===== src/rtl/ex_iter_divider.sv =====
// Iterative restoring radix-2 divider for the EX stage: signed/unsigned quotient or remainder,
// optional early termination on short dividends, flushable, valid/ready on both sides.
//   state | meaning
//   IDLE  | waiting for an operation (in_ready once out of reset)
//   PREP  | take magnitudes, record signs, size the iteration count, pre-shift dividend
//   ITER  | one quotient bit per cycle until the down-counter expires
//   FIX   | apply sign correction / divide-by-zero result, capture result
//   DONE  | present result until out_ready
module ex_iter_divider #(
    parameter int XLEN      = 32,
    parameter int EARLY_OUT = 1
) (
    input  logic            clk,
    input  logic            resetn,
    input  logic            flush,
    input  logic            in_valid,
    output logic            in_ready,
    input  logic            op_signed,
    input  logic            op_rem,
    input  logic [XLEN-1:0] src1,
    input  logic [XLEN-1:0] src2,
    output logic            out_valid,
    input  logic            out_ready,
    output logic [XLEN-1:0] result,
    output logic            busy
);

    localparam int CW = $clog2(XLEN + 1);

    typedef enum logic [2:0] {
        S_IDLE,
        S_PREP,
        S_ITER,
        S_FIX,
        S_DONE
    } state_t;

    state_t          state_q, state_d;
    logic            live_q, live_d;
    logic [CW-1:0]   cnt_q, cnt_d;
    logic [XLEN-1:0] quo_q, quo_d;
    logic [XLEN-1:0] rem_q, rem_d;
    logic [XLEN-1:0] div_q, div_d;
    logic [XLEN-1:0] src1_q, src1_d;
    logic [XLEN-1:0] result_q, result_d;
    logic            op_signed_q, op_signed_d;
    logic            op_rem_q, op_rem_d;
    logic            neg_quo_q, neg_quo_d;
    logic            neg_rem_q, neg_rem_d;
    logic            dz_q, dz_d;

    logic            a_neg, b_neg;
    logic [XLEN-1:0] a_abs, b_abs;
    logic [CW-1:0]   clz, n_iter;
    logic [XLEN:0]   rem_sh;
    logic            ge;
    logic [XLEN-1:0] diff;
    logic [XLEN-1:0] q_fix, r_fix;

    // Operand magnitudes and iteration count, used only in PREP
    always_comb begin
        a_neg = op_signed_q & src1_q[XLEN-1];
        b_neg = op_signed_q & div_q[XLEN-1];
        a_abs = a_neg ? -src1_q : src1_q;
        b_abs = b_neg ? -div_q : div_q;
        clz   = CW'(XLEN);
        for (int i = 0; i < XLEN; i++) begin
            if (a_abs[i]) clz = CW'(XLEN - 1 - i);
        end
        if (EARLY_OUT == 0)          n_iter = CW'(XLEN);
        else if (clz == CW'(XLEN))   n_iter = CW'(1);
        else                         n_iter = CW'(XLEN) - clz;
    end

    // Restoring step; the true difference is below |b| so XLEN bits hold it
    always_comb begin
        rem_sh = {rem_q, quo_q[XLEN-1]};
        ge     = rem_sh >= {1'b0, div_q};
        diff   = rem_sh[XLEN-1:0] - div_q;
    end

    always_comb begin
        if (dz_q) begin
            q_fix = '1;
            r_fix = src1_q;
        end else begin
            q_fix = neg_quo_q ? -quo_q : quo_q;
            r_fix = neg_rem_q ? -rem_q : rem_q;
        end
    end

    always_comb begin
        state_d     = state_q;
        live_d      = 1'b1;
        cnt_d       = cnt_q;
        quo_d       = quo_q;
        rem_d       = rem_q;
        div_d       = div_q;
        src1_d      = src1_q;
        result_d    = result_q;
        op_signed_d = op_signed_q;
        op_rem_d    = op_rem_q;
        neg_quo_d   = neg_quo_q;
        neg_rem_d   = neg_rem_q;
        dz_d        = dz_q;
        case (state_q)
            S_IDLE: begin
                if (live_q && in_valid && !flush) begin
                    src1_d      = src1;
                    div_d       = src2;
                    op_signed_d = op_signed;
                    op_rem_d    = op_rem;
                    state_d     = S_PREP;
                end
            end
            S_PREP: begin
                neg_quo_d = a_neg ^ b_neg;
                neg_rem_d = a_neg;
                div_d     = b_abs;
                quo_d     = a_abs << (CW'(XLEN) - n_iter);
                rem_d     = '0;
                cnt_d     = n_iter;
                dz_d      = (div_q == '0);
                state_d   = (div_q == '0) ? S_FIX : S_ITER;
            end
            S_ITER: begin
                rem_d = ge ? diff : rem_sh[XLEN-1:0];
                quo_d = {quo_q[XLEN-2:0], ge};
                cnt_d = cnt_q - CW'(1);
                if (cnt_q == CW'(1)) state_d = S_FIX;
            end
            S_FIX: begin
                result_d = op_rem_q ? r_fix : q_fix;
                state_d  = S_DONE;
            end
            S_DONE: begin
                if (out_ready) state_d = S_IDLE;
            end
            default: state_d = S_IDLE;
        endcase
        if (flush) state_d = S_IDLE;
    end

    always_ff @(posedge clk) begin
        if (!resetn) begin
            state_q     <= S_IDLE;
            live_q      <= 1'b0;
            cnt_q       <= '0;
            quo_q       <= '0;
            rem_q       <= '0;
            div_q       <= '0;
            src1_q      <= '0;
            result_q    <= '0;
            op_signed_q <= 1'b0;
            op_rem_q    <= 1'b0;
            neg_quo_q   <= 1'b0;
            neg_rem_q   <= 1'b0;
            dz_q        <= 1'b0;
        end else begin
            state_q     <= state_d;
            live_q      <= live_d;
            cnt_q       <= cnt_d;
            quo_q       <= quo_d;
            rem_q       <= rem_d;
            div_q       <= div_d;
            src1_q      <= src1_d;
            result_q    <= result_d;
            op_signed_q <= op_signed_d;
            op_rem_q    <= op_rem_d;
            neg_quo_q   <= neg_quo_d;
            neg_rem_q   <= neg_rem_d;
            dz_q        <= dz_d;
        end
    end

    assign in_ready  = (state_q == S_IDLE) && live_q;
    assign out_valid = (state_q == S_DONE);
    assign busy      = (state_q != S_IDLE);
    assign result    = result_q;

endmodule


===== config.mk =====
export PLATFORM = sky130hd
export DESIGN_NAME = ex_iter_divider
export DESIGN_NICKNAME = d
export VERILOG_FILES = /design/src/rtl/ex_iter_divider.sv
export SDC_FILE = /design/constraint.sdc
export NUM_CORES = 1
export LEC_CHECK = 0
export ABC_AREA = 1
export BUFFER_PORTS_ARGS = -buffer_cell sky130_fd_sc_hd__buf_4
export CORE_UTILIZATION = 60
export CTS_CLUSTER_SIZE = 28
export DETAILED_ROUTE_END_ITERATION = 8
export HOLD_SLACK_MARGIN = 0.05
export MAX_ROUTING_LAYER = met4
export PLACE_DENSITY = 0.82
export SLEW_MARGIN = 20
export SYNTH_ARGS = -nofsm -noshare
export SYNTH_HDL_FRONTEND = slang
export SYNTH_SLANG_ARGS = --single-unit

===== constraint.sdc =====
create_clock -name clk -period 6.6 [get_ports clk]
set_input_delay 0.66 -clock clk [delete_from_list [all_inputs] [get_ports clk]]
set_output_delay 0.66 -clock clk [all_outputs]
set_load 0.005 [all_outputs]

---- Word-level counts from Yosys, hierarchy flattened ----
Cells that the tools add are included.
storage, ports and cells
  bits in registers ....................... 175
  input port bits ......................... 71
  output and inout bits ................... 35
  word-level logic and storage cells ...... 102
operators by class
  add/sub/neg operators ................... 8
  magnitude comparators ................... 1
  equality and inequality tests ........... 10
  shifts and indexed selects .............. 1
  multiplexer cells ....................... 52
  bitwise gates (word level) .............. 4
  reduce and logical (&&, ||, !) cells .... 13
operators with widths
  cell                                                                   number
  32-bit two-way mux                                                     9
  6-bit two-way mux                                                      33
  32-bit case mux with 2 select lines                                    3
  32-bit negation                                                        4
  33-bit by 32-bit greater-or-equal comparator with 1-bit output         1
  32-bit logical NOT                                                     1
  32-bit by 6-bit << shifter with 32-bit output                          1
  32-bit subtractor                                                      1
  3-bit case mux with 5 select lines                                     1
  6-bit case mux with 2 select lines                                     1
  6-bit subtractor, first input constant                                 2
  3-bit two-way mux                                                      3
  3-bit by 2-bit equality test with 1-bit output, second input constant  2
  6-bit by 1-bit equality test with 1-bit output, second input constant  1
  6-bit equality test, second input constant                             1
  2-bit inequality test, second input constant                           3
  3-bit AND reduction                                                    2
  6-bit by 1-bit subtractor with 6-bit output, second input constant     1
  2-bit nonzero test                                                     2
  3-bit by 1-bit equality test with 1-bit output, second input constant  1
  3-bit equality test, second input constant                             1
  1-bit logical AND                                                      3
  3-bit logical NOT                                                      1
  3-bit nonzero test                                                     1
  8 further kinds                                                        10

---- Longest topological paths before layout ----
  depth after elaboration ................. 39
  gate-level depth with buffers ........... 57
  depth with buffers taken out ............ 54

---- Worst setup path before layout ----
Ideal clock, no wire load.
  path kind ............................... register to register
  start point ............................. register src1_q[0]
  end point ............................... register quo_q[24]
  library setup time ...................... 0.070 ns
  data arrival time ....................... 5.182 ns
  required time ........................... 6.530 ns
  setup slack ............................. 1.348 ns
  cell stages (with the launch flop) ...... 47
  path buffers ............................ 6
  period minus slack after synthesis ...... 5.252 ns
  cells stage by stage .................... dfxtp_1 inv_2 ha_1 nand4_2 nor3_2 nand3_1 inv_2 nand3_4 o21ai_1 xor2_2 nand2_1 nand2_1 nand2_1 nand2_1 nand2_1 nand2_1 nand2_1 nand2_1 [... 11 more ...] buf_2 ha_1 nand2_2 nor2_4 nand3_4 buf_2 buf_6 nand2_1 ha_1 clkbuf_1 clkinv_1 clkbuf_1 nand3_1 nor2_1 nand2_1 nand3_1 nand3_2 a21oi_1
between the ends
  longest elaborated chain between the ends .. 39
  elaborated cells on any way between the ends .. 40
  those cells by class .................... add/sub (3); eq/ne (1); shift (1); mux (35)
ends and longest elaborated chain
  element                                                         line    text
  start, declared                                                 44      logic [XLEN-1:0] src1_q, src1_d;
  start signal, assigned                                          166     src1_q <= src1_d;
  32-bit negation                                                 64      a_abs = a_neg ? -src1_q : src1_q;
  32-bit two-way mux *                                            64
  6-bit two-way mux (32 in series)                                68      if (a_abs[i]) clz = CW'(XLEN - 1 - i);
  6-bit subtractor / 6-bit equality test (equally long branches)  72, 71
  6-bit two-way mux                                               71      else if (clz == CW'(XLEN)) n_iter = CW'(1);
  6-bit subtractor                                                120     quo_d = a_abs << (CW'(XLEN) - n_iter);
  32-bit by 6-bit << shifter with 32-bit output *                 120
  32-bit case mux with 2 select lines *                           106     case (state_q)
  end signal, assigned                                            163     quo_q <= quo_d;
  end, declared                                                   41      logic [XLEN-1:0] quo_q, quo_d;
Every way passes the cells marked *; elsewhere a longest branch is shown, timed or not.
A chain may end at the register's enable or synchronous reset.

---- Worst setup path after layout ----
  start point ............................. register op_signed_q
  end point ............................... register quo_q[24]
between the ends
  longest elaborated chain between the ends .. 39
  elaborated cells on any way between the ends .. 40
  those cells by class .................... add/sub (2); eq/ne (1); shift (1); mux (35); bitwise (1)
ends and longest elaborated chain
  element                                                         line    text
  start, declared                                                 46      logic op_signed_q, op_signed_d;
  start signal, assigned                                          168     op_signed_q <= op_signed_d;
  1-bit bitwise AND *                                             62      a_neg = op_signed_q & src1_q[XLEN-1];
  32-bit two-way mux *                                            64
  6-bit two-way mux (32 in series)                                68
  6-bit subtractor / 6-bit equality test (equally long branches)  72, 71
  6-bit two-way mux                                               71
  6-bit subtractor                                                120
  32-bit by 6-bit << shifter with 32-bit output *                 120
  32-bit case mux with 2 select lines *                           106
Marked as above.

==> reports/qor.yml <==
route:
  vias: 16300
  drt_iter0_markers: 1976
  ant_nets: 0
  routed_wl_um: 50400
  wire_per_inst_um: 19.1
  post_drt_via_cell_ratio: 6.16
  drtPass1Iterations: 9
  route.detailed.drc: 0
placed_design:
  io_buffers: 105
  gp_routability_congestion: 1.00
  dpl_cell_area_um2: 15200
  place_hpwl_um: 37400
floorplanning:
  num_rows: 56
  fp.dieArea_um2: 24400
  core_area_um2: 23400
  pin_count: 106
  die_h_um: 156
  die_w_um: 156
  initial_core_util: 0.610
synth:
  synth_seq_cells: 175
  synth_area_per_cell_um2: 6.27
  syn_nets: 2389
  ys_async_sr_fraction: 0
  synth_ff_type: "dfxtp_1"
  synth_common_cells: "nand2_1, nand3_1, inv_1"
  syn-cell-area_um2: 14300
  yosysTopAreaCell: "dfxtp_1"
  synth.distinct_cells: 62
  synth_seq_area_share: 0.245
  synth.most_common_cell: "nand2_1"
  ys_warn_count: 0
  syn_inst: 2276
  yosys-top-cells-area: "dfxtp_1, nand3_1, nand2_1"
  yosysTopAreaCellShare: 0.245
  synth_edf_count: 0
sta:
  relSlewSlack: 0.261
  hold_violations: 0
  fmax_ghz: 0.172
  fin_crit_ns: 5.83
  finalSetupTns_ns: 0
  finalSetupViolCount: 0
  rsz0062_at_grt: "false"
  tightest_slew_ns: 1.11
  period_share: 0.883
  drv_slew: 0
  fin_worst_skew_ns: 0.0174
critical_path:
  cpMostUsedCell: "nand2_1"
  path_buf_inv: 5
  cp_data_required_time_ns: 6.89
  slowest_stage: "dfxtp_1"
  worstPathMaxFanout: 24
  critical_path.endpoint_type: "flop"
  max_stage_delay_ns: 0.49
  startpoint_type: "flop"
  crit_family: "simple AND/OR/NAND/NOR gates"
  arrival_ns: 6.13
  worst-setup-path-type: "flop to flop"
clock_network:
  postCtsHoldBufs: 0
  root_buffer: "clkbuf_16"
  cts-resized-gates: 0
  ctsHtreeMaxLevel: 4
  post_cts_buffers: 0
  cts_max_path_buffers: 2
  cts_tree: "yes"
  path_clk_slew_ns: 0.09
  cts_made_buffers: 17
  clk_latency_ns: 0.46
  numClockSinks: 175
flow_run:
  drv_cap: 0
finish:
  fin_util: 0.674
  stdcell_area_um2: 15800
  syn_to_final_growth_pct: 10.5
  diodes: 0
  fill_cells: 2158
  fin_nets: 2424
  drive_gt1_frac: 0.113
min_path:
  hold_class: "input pin to flop"
global_route:
  grt_max_degree: 96
  grt_pass1_wl_um: 79400
  grt_use_total: 0.431
  antenna_found_initial: 0
  grt_pass1_vias: 15000
  grt-ovfl-total: 0
status:
  status: "finished, final reports clean"
pwr:
  p_per_area_nw_per_um2: 291
  power.leakage_nw: 7.15
  vdd_drop_max_v: 0.000238
==> worst reg2reg max path, delay by kind of cell (launching register included) <==
family,cells,cell delay [ns]
simple gates,41,3.33
buf+inv,5,1.35
flops,1,0.49
fa+ha+maj,2,0.49
compound gates,1,0.06
==> metal layers <==
layer  global-route usage  vias to the layer above  routed length (um)
met5                    -                        -                   0
met4                0.283                        0                3620
met3               0.0709                      197                4230
met2                0.675                      876               22800
met1                0.512                     7421               19700
li1                     -                     7777                   -
==> cells in the final DEF, fill, tap and decap left out, types with 23 or more instances in the layout <==
master,instances
dfxtp_1,175
nand3_1,310
inv_2,23
a21oi_1,220
xor2_1,50
nand2_1,404
o22ai_1,32
inv_1,267
nor2_1,151
buf_4,133
xnor2_1,29
a31oi_1,34
nor3_1,53
o211ai_1,31
o21ai_0,155
nand4_1,26
ha_1,41
==> final timing paths <==
| check | start | end | slack (ns) | cells past startpoint |
|---|---|---|---|---|
| hold / removal | src2[3] | div_q[3]$_SDFFE_PN0P_ | 0.47 | 3 |
| setup / recovery | op_signed_q$_SDFFE_PN0P_ | quo_q[24]$_SDFFE_PN0P_ | 0.77 | 49 |
| hold reg to reg | div_q[30]$_SDFFE_PN0P_ | div_q[30]$_SDFFE_PN0P_ | 0.48 | 2 |
| setup reg to reg | op_signed_q$_SDFFE_PN0P_ | quo_q[24]$_SDFFE_PN0P_ | 0.77 | 49 |
==> flip-flops by register name (all words and copies together), names as in the netlist, 3 cells and up <==
signal   cells
cnt_q        6
result      32
state_q      3
src1_q      32
rem_q       32
quo_q       32
div_q       32
==> kinds of logic after synthesis <==
| group | Yosys count | synth area share |
|---|---|---|
| DFF | 175 | 0.245 |
| adders and majority gates | 42 | 0.0373 |
| buffers and inverters | 412 | 0.114 |
| and+or+nand+nor | 1026 | 0.336 |
| AOI/OAI and AO/OA | 537 | 0.214 |
| xor gates and xnor gates | 84 | 0.0542 |
==> stage by stage <==
step | total power (W) | worst slack, ns | hold slack [ns] | std cells
2_1_floorplan | 0.00291 | 1.35 | 0.445 | 2276
3_3_place_gp | 0.00350 | 0.932 | 0.458 | 2611
3_5_place_dp | 0.00349 | 0.903 | 0.465 | 2611
4_1_cts | 0.00451 | 0.863 | 0.473 | 2643
5_1_grt | 0.00486 | 0.121 | 0.481 | 2643
6_report | 0.00459 | 0.769 | 0.470 | 2643
==> final cells by class <==
| type | instances | area [um2] | share of cell area |
|---|---|---|---|
| Tap cell | 319 | 399 | 0.0253 |
| Clock buffer | 17 | 425 | 0.0270 |
| Timing Repair Buffer | 134 | 1020 | 0.0646 |
| Sequential cell | 175 | 3500 | 0.222 |
| Clock inverter | 15 | 169 | 0.0107 |
| Multi-Input combinational cell | 1689 | 9150 | 0.580 |
| Inverter | 294 | 1100 | 0.0700 |
==> power breakdown <==
group / internal [W] / switching [W]
combinational: 0.000729 / 0.00169
sequential: 0.00109 / 0.0000449
clock: 0.000511 / 0.000532
No activity file was read; power rests on OpenSTA's default activity.
